$ cat src/rtl/cpu_pkg.sv
// Shared definitions for the instruction fetch stage and the control decoder.
// Contents: the fetch FSM state encoding, the default reset PC, and the
// instruction field bit positions.
package cpu_pkg;

    typedef enum logic [1:0] {
        START = 2'd0,
        FETCH = 2'd1,
        HOLD  = 2'd2
    } fetch_state_t;

    // MIPS text segment base
    localparam logic [31:0] RESET_PC_DEFAULT = 32'h0040_0000;

    localparam int OPCODE_HI = 31;
    localparam int OPCODE_LO = 26;
    localparam int FUNCT_HI  = 5;
    localparam int FUNCT_LO  = 0;

endpackage

$ cat src/rtl/instr_fetch_if.sv
// Instruction memory read bus.
//   imem_req   : read request, held with a stable address until imem_ack
//   imem_addr  : word address of the request (bits [1:0] are always 0)
//   imem_ack   : read data valid this cycle
//   imem_rdata : instruction word, valid when imem_ack = 1
// master = fetch stage, slave = instruction memory.
interface instr_fetch_if;
    logic        imem_req;
    logic [31:0] imem_addr;
    logic        imem_ack;
    logic [31:0] imem_rdata;

    modport master (
        output imem_req,
        output imem_addr,
        input  imem_ack,
        input  imem_rdata
    );

    modport slave (
        input  imem_req,
        input  imem_addr,
        output imem_ack,
        output imem_rdata
    );
endinterface

$ cat src/rtl/instr_fetch_pc_next.sv
// Next-PC computation for the fetch stage (purely combinational).
//   pc            : address of the held instruction
//   branch_taken  : held instruction is a taken branch
//   branch_target : target PC of the branch
//   next_pc       : word-aligned branch target, or pc + 4
//   pc_plus4      : pc + 4, wrapping modulo 2^32
//   misaligned    : taken branch whose target has nonzero low bits
module pc_next (
    input  logic [31:0] pc,
    input  logic        branch_taken,
    input  logic [31:0] branch_target,
    output logic [31:0] next_pc,
    output logic [31:0] pc_plus4,
    output logic        misaligned
);

    assign pc_plus4   = pc + 32'd4;
    // The low bits are dropped rather than trapping; misaligned flags it.
    assign next_pc    = branch_taken ? {branch_target[31:2], 2'b00} : pc_plus4;
    assign misaligned = branch_taken && (branch_target[1:0] != 2'b00);

endmodule

$ cat src/rtl/instr_fetch.sv
// Instruction fetch stage: holds the PC, reads one word per instruction from
// instruction memory over a req/ack handshake, holds it in an instruction
// register for the decoder, and advances the PC when the datapath consumes it.
//
// Ports:
//   clock, reset   : rising-edge clock, synchronous active-high reset
//   imem           : instruction memory bus (master side)
//   stall          : datapath cannot consume the held instruction
//   branch_taken   : held instruction is a taken branch (sampled on consume)
//   branch_target  : branch target PC (sampled on consume)
//   instr          : held instruction register
//   instr_valid    : instr / pc / opcode / funct are valid
//   opcode, funct  : field slices of instr
//   pc, pc_plus4   : address of held instruction and its successor
//   instr_count    : instructions consumed since reset (wraps)
//   align_err      : sticky, a taken branch target had nonzero low bits
//
// state | meaning
// ------+-------------------------------------------------------------
// START | one idle cycle after reset; drops any ack from a stale request
// FETCH | request outstanding at pc, waiting for imem_ack
// HOLD  | instruction held for the decoder until the datapath consumes it
module instr_fetch
    import cpu_pkg::*;
#(
    parameter logic [31:0] RESET_PC = RESET_PC_DEFAULT,
    parameter int          CNT_W    = 32
) (
    input  logic               clock,
    input  logic               reset,
    instr_fetch_if.master      imem,
    input  logic               stall,
    input  logic               branch_taken,
    input  logic [31:0]        branch_target,
    output logic [31:0]        instr,
    output logic               instr_valid,
    output logic [5:0]         opcode,
    output logic [5:0]         funct,
    output logic [31:0]        pc,
    output logic [31:0]        pc_plus4,
    output logic [CNT_W-1:0]   instr_count,
    output logic               align_err
);

    fetch_state_t state, state_next;
    logic         req_c;
    logic         capture;
    logic         consume;
    logic [31:0]  next_pc;
    logic         misaligned;

    pc_next u_pc_next (
        .pc            (pc),
        .branch_taken  (branch_taken),
        .branch_target (branch_target),
        .next_pc       (next_pc),
        .pc_plus4      (pc_plus4),
        .misaligned    (misaligned)
    );

    always_ff @(posedge clock) begin
        if (reset) begin
            state <= START;
        end else begin
            state <= state_next;
        end
    end

    // Acks outside FETCH are protocol violations and fall through untouched.
    always_comb begin
        state_next = state;
        req_c      = 1'b0;
        capture    = 1'b0;
        consume    = 1'b0;
        case (state)
            START: begin
                state_next = FETCH;
            end
            FETCH: begin
                req_c = 1'b1;
                if (imem.imem_ack) begin
                    capture    = 1'b1;
                    state_next = HOLD;
                end
            end
            HOLD: begin
                if (!stall) begin
                    consume    = 1'b1;
                    state_next = FETCH;
                end
            end
            default: begin
                state_next = START;
            end
        endcase
    end

    always_ff @(posedge clock) begin
        if (reset) begin
            pc          <= RESET_PC;
            instr       <= 32'd0;
            instr_valid <= 1'b0;
            instr_count <= '0;
            align_err   <= 1'b0;
        end else begin
            if (capture) begin
                instr       <= imem.imem_rdata;
                instr_valid <= 1'b1;
            end
            if (consume) begin
                pc          <= next_pc;
                instr_valid <= 1'b0;
                instr_count <= instr_count + CNT_W'(1);
                if (misaligned) begin
                    align_err <= 1'b1;
                end
            end
        end
    end

    // The request is driven from state, so it drops the cycle after the ack
    // and is low on the cycle following any reset.
    assign imem.imem_req  = req_c;
    assign imem.imem_addr = pc;

    assign opcode = instr[OPCODE_HI:OPCODE_LO];
    assign funct  = instr[FUNCT_HI:FUNCT_LO];

endmodule

$ cat src/flat_wrapper.sv
// flat-port wrapper written by rule: the top's interface ports become plain ports
module instr_fetch_flat import cpu_pkg::*;
#(
    parameter logic [31:0] RESET_PC = RESET_PC_DEFAULT,
    parameter int          CNT_W    = 32
)
  (clock, reset, stall, branch_taken, branch_target, instr, instr_valid, opcode, funct, pc, pc_plus4, instr_count, align_err, imem_imem_req, imem_imem_addr, imem_imem_ack, imem_imem_rdata);
  instr_fetch_if imem_i ();
  input  logic clock;
  input  logic reset;
  input  logic stall;
  input  logic branch_taken;
  input  logic [31:0] branch_target;
  output logic [31:0] instr;
  output logic instr_valid;
  output logic [5:0] opcode;
  output logic [5:0] funct;
  output logic [31:0] pc;
  output logic [31:0] pc_plus4;
  output logic [CNT_W-1:0] instr_count;
  output logic align_err;
  output wire logic [$bits(imem_i.imem_req)-1:0] imem_imem_req;
  output wire logic [$bits(imem_i.imem_addr)-1:0] imem_imem_addr;
  input wire logic [$bits(imem_i.imem_ack)-1:0] imem_imem_ack;
  input wire logic [$bits(imem_i.imem_rdata)-1:0] imem_imem_rdata;
  assign imem_imem_req = imem_i.imem_req;
  assign imem_imem_addr = imem_i.imem_addr;
  assign imem_i.imem_ack = imem_imem_ack;
  assign imem_i.imem_rdata = imem_imem_rdata;
  instr_fetch #(.RESET_PC(RESET_PC), .CNT_W(CNT_W)) u_core (.clock(clock), .reset(reset), .imem(imem_i), .stall(stall), .branch_taken(branch_taken), .branch_target(branch_target), .instr(instr), .instr_valid(instr_valid), .opcode(opcode), .funct(funct), .pc(pc), .pc_plus4(pc_plus4), .instr_count(instr_count), .align_err(align_err));
endmodule
$ cat config.mk
export PLATFORM = sky130hd
export DESIGN_NAME = instr_fetch_flat
export DESIGN_NICKNAME = d
export VERILOG_FILES = /design/src/rtl/cpu_pkg.sv /design/src/rtl/instr_fetch_if.sv /design/src/rtl/instr_fetch_pc_next.sv /design/src/rtl/instr_fetch.sv /design/src/flat_wrapper.sv
export SDC_FILE = /design/constraint.sdc
export NUM_CORES = 1
export LEC_CHECK = 0
export BUFFER_PORTS_ARGS = -buffer_cell sky130_fd_sc_hd__buf_4
export CORE_MARGIN = 5
export CORE_UTILIZATION = 30
export DETAILED_ROUTE_END_ITERATION = 6
export PLACE_DENSITY_LB_ADDON = 0.12
export SYNTH_ARGS = -nofsm -noshare
export SYNTH_HDL_FRONTEND = slang
export SYNTH_SLANG_ARGS = --single-unit
$ cat constraint.sdc
create_clock -name clock -period 4 [get_ports clock]
set_clock_uncertainty 0.2 [all_clocks]
set_input_delay 1 -clock clock [delete_from_list [all_inputs] [get_ports clock]]
set_output_delay 1 -clock clock [all_outputs]
set_load 0.02 [all_outputs]
Yosys cells after proc, flatten, opt, wreduce, memory -nomap -nowiden
Cells that the tools add are included.

operators by class
  $add $sub $neg = 2
  equality and inequality tests = 4
  muxes and demuxes = 9
  reduce and logical (&&, ||, !) cells = 6

operator list
  cell                     count
  $add A32 B1 Y32 const B  1
  $add A32 B3 Y32 const B  1
  $mux W32                 1
  $pmux W2 S3              1
  $mux W1                  5
  $mux W2                  2
  $ne A2 B2 Y1 const B     2
  $reduce_and A2 Y1        2
  $eq A2 B1 Y1 const B     1
  $eq A2 B2 Y1 const B     1
  $logic_not A2 Y1         1
  $reduce_bool A2 Y1       1
  $reduce_or A2 Y1         1
  $logic_and A1 B1 Y1      1

storage, ports and cells
  flip-flop bits (word level) = 100

Logic depth before layout (Yosys ltp)
Gate-level depths: netlist of run 1.

  depth after elaboration = 3
  gate-level depth with buffers = 7
  mapped depth without buffers = 6

Modules after synthesis
A second synthesis of run 1 with hierarchy kept.

second synthesis, totals
  cell total of the unflattened synthesis = 698
  area, all modules = 5351.4 um2

by module, submodules not included
  module       instances  cells an instance  area an instance (um2)
  instr_fetch  1          524                4234.1
  pc_next      1          174                1117.3

Worst setup path after synthesis of run 1
No wires, ideal clock.

  kind = reg-to-output
  start = register u_core.pc[4], in the netlist u_core.imem.imem_addr[4]
  end = output pc_plus4[25]
  data arrival time = 2164 ps
  slack = 636 ps
  stages on the path, launching flop included = 7
  path buffers = 2
  cell sequence = dfxtp_1 > buf_2 > nand3_1 > nor4_2 > buf_2 > nand4_1 > xnor2_1

on the way
  word-level cells in the longest chain between the ends = 1

ends and longest elaborated chain
  element                   line                       text
  start: declaration        instr_fetch.sv:39          output logic [31:0] pc,
  start signal: assignment  instr_fetch.sv:111         pc <= next_pc;
  $add A32 B3 Y32           instr_fetch_pc_next.sv:17  assign pc_plus4 = pc + 32'd4;
  end: declaration          flat_wrapper.sv:19         output logic [31:0] pc_plus4;

No other way between the ends.

Worst setup path after layout of run 1
  start = register u_core.pc[3], in the netlist u_core.imem.imem_addr[3]
  end = output pc_plus4[30]

The elaborated chain is that of the path after synthesis.

==> metrics.cfg, run 1 <==
[yosys]
async_flop_share_pct=0
syn_inst=684
synth-seq-cells=98
yosys_warnings=0
ys_types=53
avgSynthCellArea_um2=7.794
yosysSeqAreaShare_pct=36.80
ys.flop_type=dfxtp_1
synth_edf_count=0
netlist_area_mm2=0.005331

[detailed_routing]
avgRoutedWirePerCell_um=16.48
wl_um=17750
vias=5311
met2WireLength_um=8325
antenna_left=0
drt-met1-wl_um=7488
drtIter0Drc=184
drt_pass1_iterations=6
routed.top_layer=met4
dr_wl_met3_um=1672
drc=0
vias_per_cell=4.931

[cts]
cts_inserted_buffers=9
htreeDepth=3
worstSkewPairLatency_ps=350
cts_resized=0
clock-root-buffer=clkbuf_16
cts_tree=done
postCtsSetupBuffers=0
cts_sinks=98
cts_hold_buf=0
clkTransAtPathRegs_ps=70
cts_buffer_depth=2

[die]
initial_core_util_pct=30.72
die_x_um=143.3
fp.dieArea_mm2=0.02054
coreArea_mm2=0.01736
rows=48
die_h_um=143.3
num_io_pins=244

[global_routing]
first_global_vias=5084
antenna_found_initial=0
grtUsageTotal_pct=16.40
grt_overflow=0
grt_pass1_wl_um=27030
grt_max_degree=66

[worst_setup_path]
crit_type=reg -> out
cp-end-kind=output pin
path_max_fanout=7
critPathMaxStageDelay_ps=540
cp_slowest_cell=nor4_1
cp.arrival_ps=2500
cp_cell_sequence=ha_1, nand2_1, nor4_1, nand4b_1, xnor2_1, buf_4
required_ps=2800
crit_path_start_kind=flop

[power]
power.leakage_nw=3.095
ir_worst_vdd_mv=0.2035
p_per_area_mw_per_mm2=293.4
totalPowerFinal_w=0.002115

[timing]
drv_slew=0
relSlewSlack_pct=21.41
fin_crit_ps=3696
rsz0062_at_grt=false
tightest_slew_ps=1179
max_freq_ghz=0.2706
fin_crit_sh_pct=92.40
finalHoldViolations=0
setup_viol=0
tns_ps=0

[finish]
drive_gt1_share_pct=32.04
final_cell_mix=247 x buf_4, 102 x nand2_1, 98 x dfxtp_1
layout_commonest_cell=buf_4
area_delta_synth_final_pct=35.23
antennaDiodeCount=0
nNetsFinal=918

[place]
port_buffers=237
place_hpwl_um=13050
gp_congestion=0.8218

[worst_hold_path]
hp-class=reg -> reg

[run]
maxCapViolCount=0

[run_status]
run_status=finished clean

[kinds of logic after synthesis]
logic type / count (synthesis) / synth area share (%)
DFF: 98 / 36.80
other: 1 / 0.07034
and+or+nand+nor: 292 / 27.32
muxes: 9 / 1.737
AOI/OAI and AO/OA: 117 / 13.52
buffers and inverters: 112 / 11.38
xor gates and xnor gates: 53 / 8.707
adders and majority gates: 2 / 0.4693
[power by group]
| group | total (W) | switching, W | internal [W] | leakage [nW] |
|---|---|---|---|---|
| clock network | 0.000831 | 0.000390 | 0.000442 | 0.132 |
| registers | 0.00102 | 0.0000221 | 0.000997 | 0.793 |
| logic | 0.000264 | 0.000149 | 0.000115 | 2.17 |
[worst paths after layout]
| kind | startpoint | end | slack (ps) | depth (start not counted) |
|---|---|---|---|---|
| max | u_core.imem.imem_addr[3]$_SDFFE_PP0P_ | pc_plus4[30] | 300 | 6 |
| min | u_core.align_err$_SDFFE_PP0P_ | u_core.align_err$_SDFFE_PP0P_ | 250 | 2 |
| max reg2reg | u_core.imem.imem_addr[3]$_SDFFE_PP0P_ | u_core.imem.imem_addr[30]$_SDFFE_PP0P_ | 1520 | 5 |
| min reg2reg | u_core.align_err$_SDFFE_PP0P_ | u_core.align_err$_SDFFE_PP0P_ | 250 | 2 |
[per-stage QoR]
step / hold slack [ps] / utilization (%) / area (um2) / setup slack (ps) / cells
after global routing: 266.3 / 41.54 / 7209 / 44.38 / 1077
after global placement: 236.9 / 39.92 / 6929 / 775.7 / 1061
after detailed placement: 239.6 / 39.92 / 6929 / 670.0 / 1061
after CTS: 250.4 / 41.54 / 7209 / 270.6 / 1077
after floorplan: 302.6 / - / 5350 / 635.8 / 689
final: 246.3 / 41.54 / 7209 / 304.1 / 1077
[area by class of cell]
class | instances | area [um2]
flip-flops and latches | 98 | 1962
inverters | 12 | 45.04
clock inverters | 5 | 37.54
repair buffers | 247 | 1854
fillers | 1773 | 10150
clock buffers | 11 | 242.7
multi-input cells | 479 | 2786
well taps | 225 | 281.5
[Yosys cell counts (all sizes together), types with 11 or more instances]
cell	instances	area, um2
o21ai	16	80.08
dfxtp	98	1962
nand3	28	140.1
nor3	20	100.1
nor2	54	205.2
inv	12	45.04
and3	15	93.84
a31oi	11	68.82
nand4	17	127.6
xor2	18	157.7
clkbuf	43	161.4
a21oi	54	270.3
nor4	17	127.6
buf	57	400.4
nand2	102	382.9
xnor2	35	306.5
[per-layer routing]
layer	global-route usage, %	up-vias
met5	0	-
met4	5.253	0
met3	4.992	19
met2	27.79	204
met1	19.99	2447
li1	-	2641
[critical path: cells and delay by family (launching register included)]
kind | cells | cell delay (ps)
and+or+nand+nor | 3 | 1000
adders and majority gates | 1 | 330
DFF | 1 | 420
buffers and inverters | 1 | 160
xor gates and xnor gates | 1 | 220
[sequential cells by signal (all words and copies together) (netlist names)]
register	count
u_core.align_err	1
u_core.imem.imem_addr	30
u_core.instr	32
u_core.instr_count	32
u_core.instr_valid	1
u_core.state	2
Note: power is estimated with default switching activity, not from simulation.
==> inputs of run 2 (changes only) <==
CORE_UTILIZATION = 51   (was 30)
==> run 2 against run 1 <==
Cell count fell by 8.4%; wire length is 9.8% lower; combinational power shrank 2%; power shrank 5.4%; first-iteration DRC count increased by 100%; sequential cell count unchanged; core utilization increased by 27 points; clock-buffer cell count is 1 lower; sequential power is essentially flat; critical path depth stayed put; setup slack got worse by 39 ps; register-to-register slack better by 20 ps; critical endpoint unchanged.
==> metrics.cfg, run 2 (synthesis results as in run 1) <==
[timing]
fin_crit_sh_pct=93.38  ; was 92.40%
finalHoldViolations=0  ; unchanged
drv_slew=0  ; unchanged
relSlewSlack_pct=23.20  ; was 21.41%
tightest_slew_ps=1152  ; was 1179 ps
setup_viol=0  ; unchanged
max_freq_ghz=0.2677  ; was 0.2706 GHz
rsz0062_at_grt=false  ; unchanged
fin_crit_ps=3735  ; was 3696 ps
tns_ps=0  ; unchanged

[cts]
cts_buffer_depth=2  ; unchanged
cts_tree=done  ; unchanged
cts_inserted_buffers=9  ; unchanged
clock-root-buffer=clkbuf_8  ; was clkbuf_16
htreeDepth=3  ; unchanged
postCtsSetupBuffers=0  ; unchanged
clkTransAtPathRegs_ps=100  ; was 70 ps
cts_sinks=98  ; unchanged
worstSkewPairLatency_ps=360  ; was 350 ps

[worst_setup_path]
cp.arrival_ps=2540  ; was 2500 ps
cp-end-kind=output pin  ; unchanged
path_buf_inv=1  ; unchanged
rrSetupSlack_ps=1540  ; was 1520 ps
cp_slowest_cell=nor4_1  ; unchanged
cp.depth=6  ; unchanged
critPathMaxStageDelay_ps=480  ; was 540 ps
path_max_fanout=7  ; unchanged
crit_type=reg -> out  ; unchanged
cp_cell_sequence=ha_1, nand2_1, nor4_1, nand4b_1, xnor2_1, buf_4  ; unchanged
path_delay_family=simple AND/OR/NAND/NOR gates  ; unchanged
crit_path_start_kind=flop  ; unchanged
required_ps=2800  ; about the same
r2r_cells=5  ; unchanged

[run]
maxCapViolCount=0  ; unchanged

[detailed_routing]
drt-met1-wl_um=6693  ; was 7488 um
dr_wl_met3_um=1312  ; was 1672 um
vias=5410  ; was 5311
wl_um=16020  ; was 17750 um
vias_per_cell=5.487  ; was 4.931
antenna_left=0  ; unchanged
routed.top_layer=met4  ; unchanged
drc=0  ; unchanged
drtIter0Drc=376  ; was 184
met2WireLength_um=7648  ; was 8325 um
drt_pass1_iterations=5  ; was 6
avgRoutedWirePerCell_um=16.24  ; was 16.48 um

[global_routing]
grtUsageTotal_pct=24.06  ; was 16.40%
first_global_vias=4930  ; was 5084
grt_overflow=0  ; unchanged
grt_pass1_wl_um=25250  ; was 27030 um
antenna_found_initial=0  ; unchanged
grt_max_degree=67  ; was 66

[finish]
utilization_pct=68.54  ; was 41.54%
final_cell_mix=246 x buf_4, 102 x nand2_1, 98 x dfxtp_1  ; was 247 x buf_4, 102 x nand2_1, 98 x dfxtp_1
layout_commonest_cell=buf_4  ; unchanged
seq_area_mm2=0.001962  ; unchanged
nNetsFinal=917  ; was 918
area_delta_synth_final_pct=32.13  ; was 35.23%
antennaDiodeCount=0  ; unchanged
nFillCells=864  ; was 1773
drive_gt1_share_pct=32.00  ; was 32.04%
multi_input_area_mm2=0.002795  ; was 0.002786 mm2

[die]
die_h_um=112.2  ; was 143.3 um
die_x_um=112.2  ; was 143.3 um
fp.dieArea_mm2=0.01260  ; was 0.02054 mm2
num_io_pins=244  ; unchanged
rows=37  ; was 48
initial_core_util_pct=51.87  ; was 30.72%
coreArea_mm2=0.01028  ; was 0.01736 mm2

[power]
p_switching_w=0.0005180  ; was 0.0005607 W
p_int_w=0.001482  ; was 0.001554 W
switching_share_pct=25.90  ; was 26.51%
p_per_area_mw_per_mm2=283.9  ; was 293.4 mW/mm2
seqPwrFrac_pct=51.0  ; was 48.2%
power.leakage_nw=3.086  ; was 3.095 nW
power_frac_clock_pct=36.1  ; was 39.3%
ir_worst_vdd_mv=0.1773  ; was 0.2035 mV
pwr-share-comb_pct=13.0  ; was 12.5%

[worst_hold_path]
min_path_cells=2  ; unchanged
hp-class=reg -> reg  ; unchanged

[place]
gp_congestion=0.8943  ; was 0.8218
port_buffers=237  ; unchanged
place_hpwl_um=11560  ; was 13050 um

[run_status]
run_status=finished clean  ; unchanged

==> run 2: worst reg2reg max path, delay by kind of cell, from the launching register on <==
kind	cells	cell delay, ps
simple gates	3	960
flops	1	430
compound gates	1	420
fa+ha+maj	1	350
==> run 2: area by class of cell <==
cell class	instances	share of cell area, %
multi-input cells	479	39.68
flip-flops and latches	98	27.85
repair buffers	246	26.22
well taps	136	2.416
clock buffers	10	1.954
clock inverters	5	1.243
inverters	12	0.6394
==> run 2: final timing paths <==
| kind | startpoint | end |
|---|---|---|
| setup / recovery | u_core.imem.imem_addr[2]$_SDFFE_PP0P_ | pc_plus4[30] |
| hold / removal | u_core.align_err$_SDFFE_PP0P_ | u_core.align_err$_SDFFE_PP0P_ |
| setup reg to reg | u_core.imem.imem_addr[2]$_SDFFE_PP0P_ | u_core.imem.imem_addr[30]$_SDFFE_PP0P_ |
| hold reg to reg | u_core.align_err$_SDFFE_PP0P_ | u_core.align_err$_SDFFE_PP0P_ |
==> run 2: timing repair <==
action	4_1_cts	5_1_grt
hold buffers	0	0
endpoints found under the setup margin	0	1
hold endpoints to repair	0	0
gates resized for setup	0	1
==> run 2: per-stage QoR <==
| stage | total power, W | instances | setup slack, ps | hold WS (ps) | cell area [um2] |
|---|---|---|---|---|---|
| finish | 0.002000 | 986 | 264.7 | 254.9 | 7044 |
| global route | 0.002082 | 986 | 131.5 | 280.4 | 7044 |
| CTS | 0.002018 | 986 | 222.6 | 255.6 | 7036 |
| detailed placement | 0.001301 | 971 | 636.3 | 241.6 | 6810 |
| global placement | 0.001297 | 971 | 732.2 | 232.6 | 6810 |
| floorplan | 0.001188 | 689 | 635.8 | 302.6 | 5350 |
==> run 2: power groups by stage <==
| stage | logic [W] | clock network (W) | registers [W] |
|---|---|---|---|
| floorplan | 0.000128 | 0 | 0.00106 |
| global placement | 0.000257 | 0 | 0.00104 |
| detailed placement | 0.000260 | 0 | 0.00104 |
| CTS | 0.000260 | 0.000739 | 0.00102 |
| global route | 0.000278 | 0.000780 | 0.00102 |
| finish | 0.000259 | 0.000721 | 0.00102 |
==> run 2: routing by layer <==
layer / up-vias / GRT usage (%)
met5: - / 0
met3: 31 / 5.876
li1: 2634 / -
met4: 0 / 8.093
met2: 231 / 40.80
met1: 2514 / 29.96
==> inputs of run 3 (changes only) <==
CELL_PAD_IN_SITES_DETAIL_PLACEMENT = 1   (was not set)
CELL_PAD_IN_SITES_GLOBAL_PLACEMENT = 1   (was not set)
CORE_UTILIZATION = 36   (was 51)
==> run 3 against run 2 <==
Non-clock buffer count did not move; global-route usage down 3.3 points; critical path depth did not move; sequential power about the same; sequential cell count is the same; register-to-register slack got worse by 90 ps; first-iteration DRC count is 36% lower; clock-buffer cell count up 1; combinational power is 3% higher; largest cell class unchanged; largest power group is now clock.
==> metrics.cfg, run 3 (synthesis results as in run 1) <==
[global_routing]
first_global_vias=5622  ; was 4930
grt_overflow=0  ; unchanged
antenna_found_initial=0  ; unchanged
grtUsageTotal_pct=20.80  ; was 24.06%
grt_max_degree=67  ; unchanged
grt_pass1_wl_um=30000  ; was 25250 um

[timing]
relSlewSlack_pct=21.69  ; was 23.20%
tightest_slew_ps=1175  ; was 1152 ps
tns_ps=0  ; unchanged
max_freq_ghz=0.2779  ; was 0.2677 GHz
fin_crit_ps=3598  ; was 3735 ps
finalHoldViolations=0  ; unchanged
fin_crit_sh_pct=89.95  ; was 93.38%
drv_slew=0  ; unchanged
setup_viol=0  ; unchanged
rsz0062_at_grt=false  ; unchanged

[finish]
fin_cells=1035  ; was 986
nNetsFinal=917  ; unchanged
antennaDiodeCount=0  ; unchanged
utilization_pct=49.70  ; was 68.54%
final_cell_mix=246 x buf_4, 102 x nand2_1, 98 x dfxtp_1  ; unchanged
drive_gt1_share_pct=31.96  ; was 32.00%
layout_commonest_cell=buf_4  ; unchanged
area_delta_synth_final_pct=35.48  ; was 32.13%

[die]
num_io_pins=244  ; unchanged
die_h_um=131.7  ; was 112.2 um
fp.dieArea_mm2=0.01734  ; was 0.01260 mm2
die_x_um=131.7  ; was 112.2 um
coreArea_mm2=0.01453  ; was 0.01028 mm2
initial_core_util_pct=36.68  ; was 51.87%
rows=44  ; was 37

[cts]
cts_resized=0  ; unchanged
htreeDepth=3  ; unchanged
cts_buffer_depth=2  ; unchanged
clock-root-buffer=clkbuf_16  ; was clkbuf_8
clkTransAtPathRegs_ps=70  ; was 100 ps
cts_tree=done  ; unchanged
postCtsSetupBuffers=0  ; unchanged
worstSkewPairLatency_ps=340  ; was 360 ps
cts_sinks=98  ; unchanged
cts_inserted_buffers=9  ; unchanged
cts_hold_buf=0  ; unchanged

[power]
ir_worst_vdd_mv=0.2017  ; was 0.1773 mV
power_frac_clock_pct=44.4  ; was 36.1%
p_per_area_mw_per_mm2=320.2  ; was 283.9 mW/mm2
pwr-share-comb_pct=11.5  ; was 13.0%
p_switching_w=0.0005666  ; was 0.0005180 W
switching_share_pct=24.50  ; was 25.90%
power.leakage_nw=3.131  ; was 3.086 nW
p_int_w=0.001746  ; was 0.001482 W
seqPwrFrac_pct=44.1  ; was 51.0%

[worst_setup_path]
crit_path_start_kind=flop  ; unchanged
cp.arrival_ps=2400  ; was 2540 ps
required_ps=2800  ; about the same
cp-end-kind=output pin  ; unchanged
path_max_fanout=7  ; unchanged
crit_type=reg -> out  ; unchanged

[detailed_routing]
drc=0  ; unchanged
antenna_left=0  ; unchanged
drt_pass1_iterations=4  ; was 5
drtIter0Drc=240  ; was 376
avgRoutedWirePerCell_um=18.33  ; was 16.24 um
wl_um=18970  ; was 16020 um
vias_per_cell=5.267  ; was 5.487
vias=5451  ; was 5410

[place]
place_hpwl_um=14030  ; was 11560 um
port_buffers=237  ; unchanged
gp_congestion=0.8175  ; was 0.8943
placedCellCount=1019  ; was 971

[worst_hold_path]
hp-class=reg -> reg  ; unchanged

[run]
maxCapViolCount=0  ; unchanged

[run_status]
run_status=finished clean  ; unchanged

==> run 3: stage by stage <==
step           setup slack, ps  total power [W]  hold slack, ps  instance area [um2]
2_1_floorplan            635.8         0.001188           302.6                 5350
3_5_place_dp             763.9         0.001311           256.9                 6870
3_3_place_gp             835.8         0.001305           242.1                 6870
4_1_cts                  391.0         0.002345           266.5                 7223
6_report                 402.0         0.002313           262.8                 7223
5_1_grt                  143.2         0.002405           283.4                 7223
==> run 3: worst paths after layout <==
check                                         from                             endpoint  slack, ps  depth (start not counted)
max          u_core.imem.imem_addr[2]$_SDFFE_PP0P_                         pc_plus4[14]        400                          6
min                  u_core.instr[18]$_SDFFE_PP0P_        u_core.instr[18]$_SDFFE_PP0P_        260                          2
max reg2reg           u_core.state[1]$_SDFFE_PP0P_  u_core.instr_count[22]$_SDFFE_PP0P_       1450                          5
min reg2reg          u_core.instr[18]$_SDFFE_PP0P_        u_core.instr[18]$_SDFFE_PP0P_        260                          2
==> run 3: area by class of cell <==
cell class                      count  area, um2
Fill cell                        1755       7311
Multi-Input combinational cell    479       2786
Sequential cell                    98       1962
Timing Repair Buffer              246       1847
Clock buffer                       11      242.7
Tap cell                          184      230.2
Clock inverter                      5      110.1
Inverter                           12      45.04
==> run 3: worst max-delay path, stage by stage (launching register included) <==
cell,delay (ps)
dfxtp_1,410
ha_1,320
nand2_1,170
nor4_1,480
nor2b_1,330
xor2_1,190
buf_4,160
==> run 3: power groups by stage <==
stage	sequential (W)	clock, W	combinational, W
after floorplan	0.00106	0	0.000128
after global placement	0.00104	0	0.000264
after detailed placement	0.00104	0	0.000268
after CTS	0.00102	0.00106	0.000269
after global routing	0.00102	0.00109	0.000288
final	0.00102	0.00103	0.000266
==> run 3: per-layer routing <==
metal | vias up | share of wire (%) | global-route usage [%]
met4 | 0 | 0.90 | 4.629
met2 | 186 | 49 | 36.12
met1 | 2618 | 43 | 25.40
met5 | - | 0 | 0
li1 | 2636 | - | -
met3 | 11 | 7.1 | 6.231
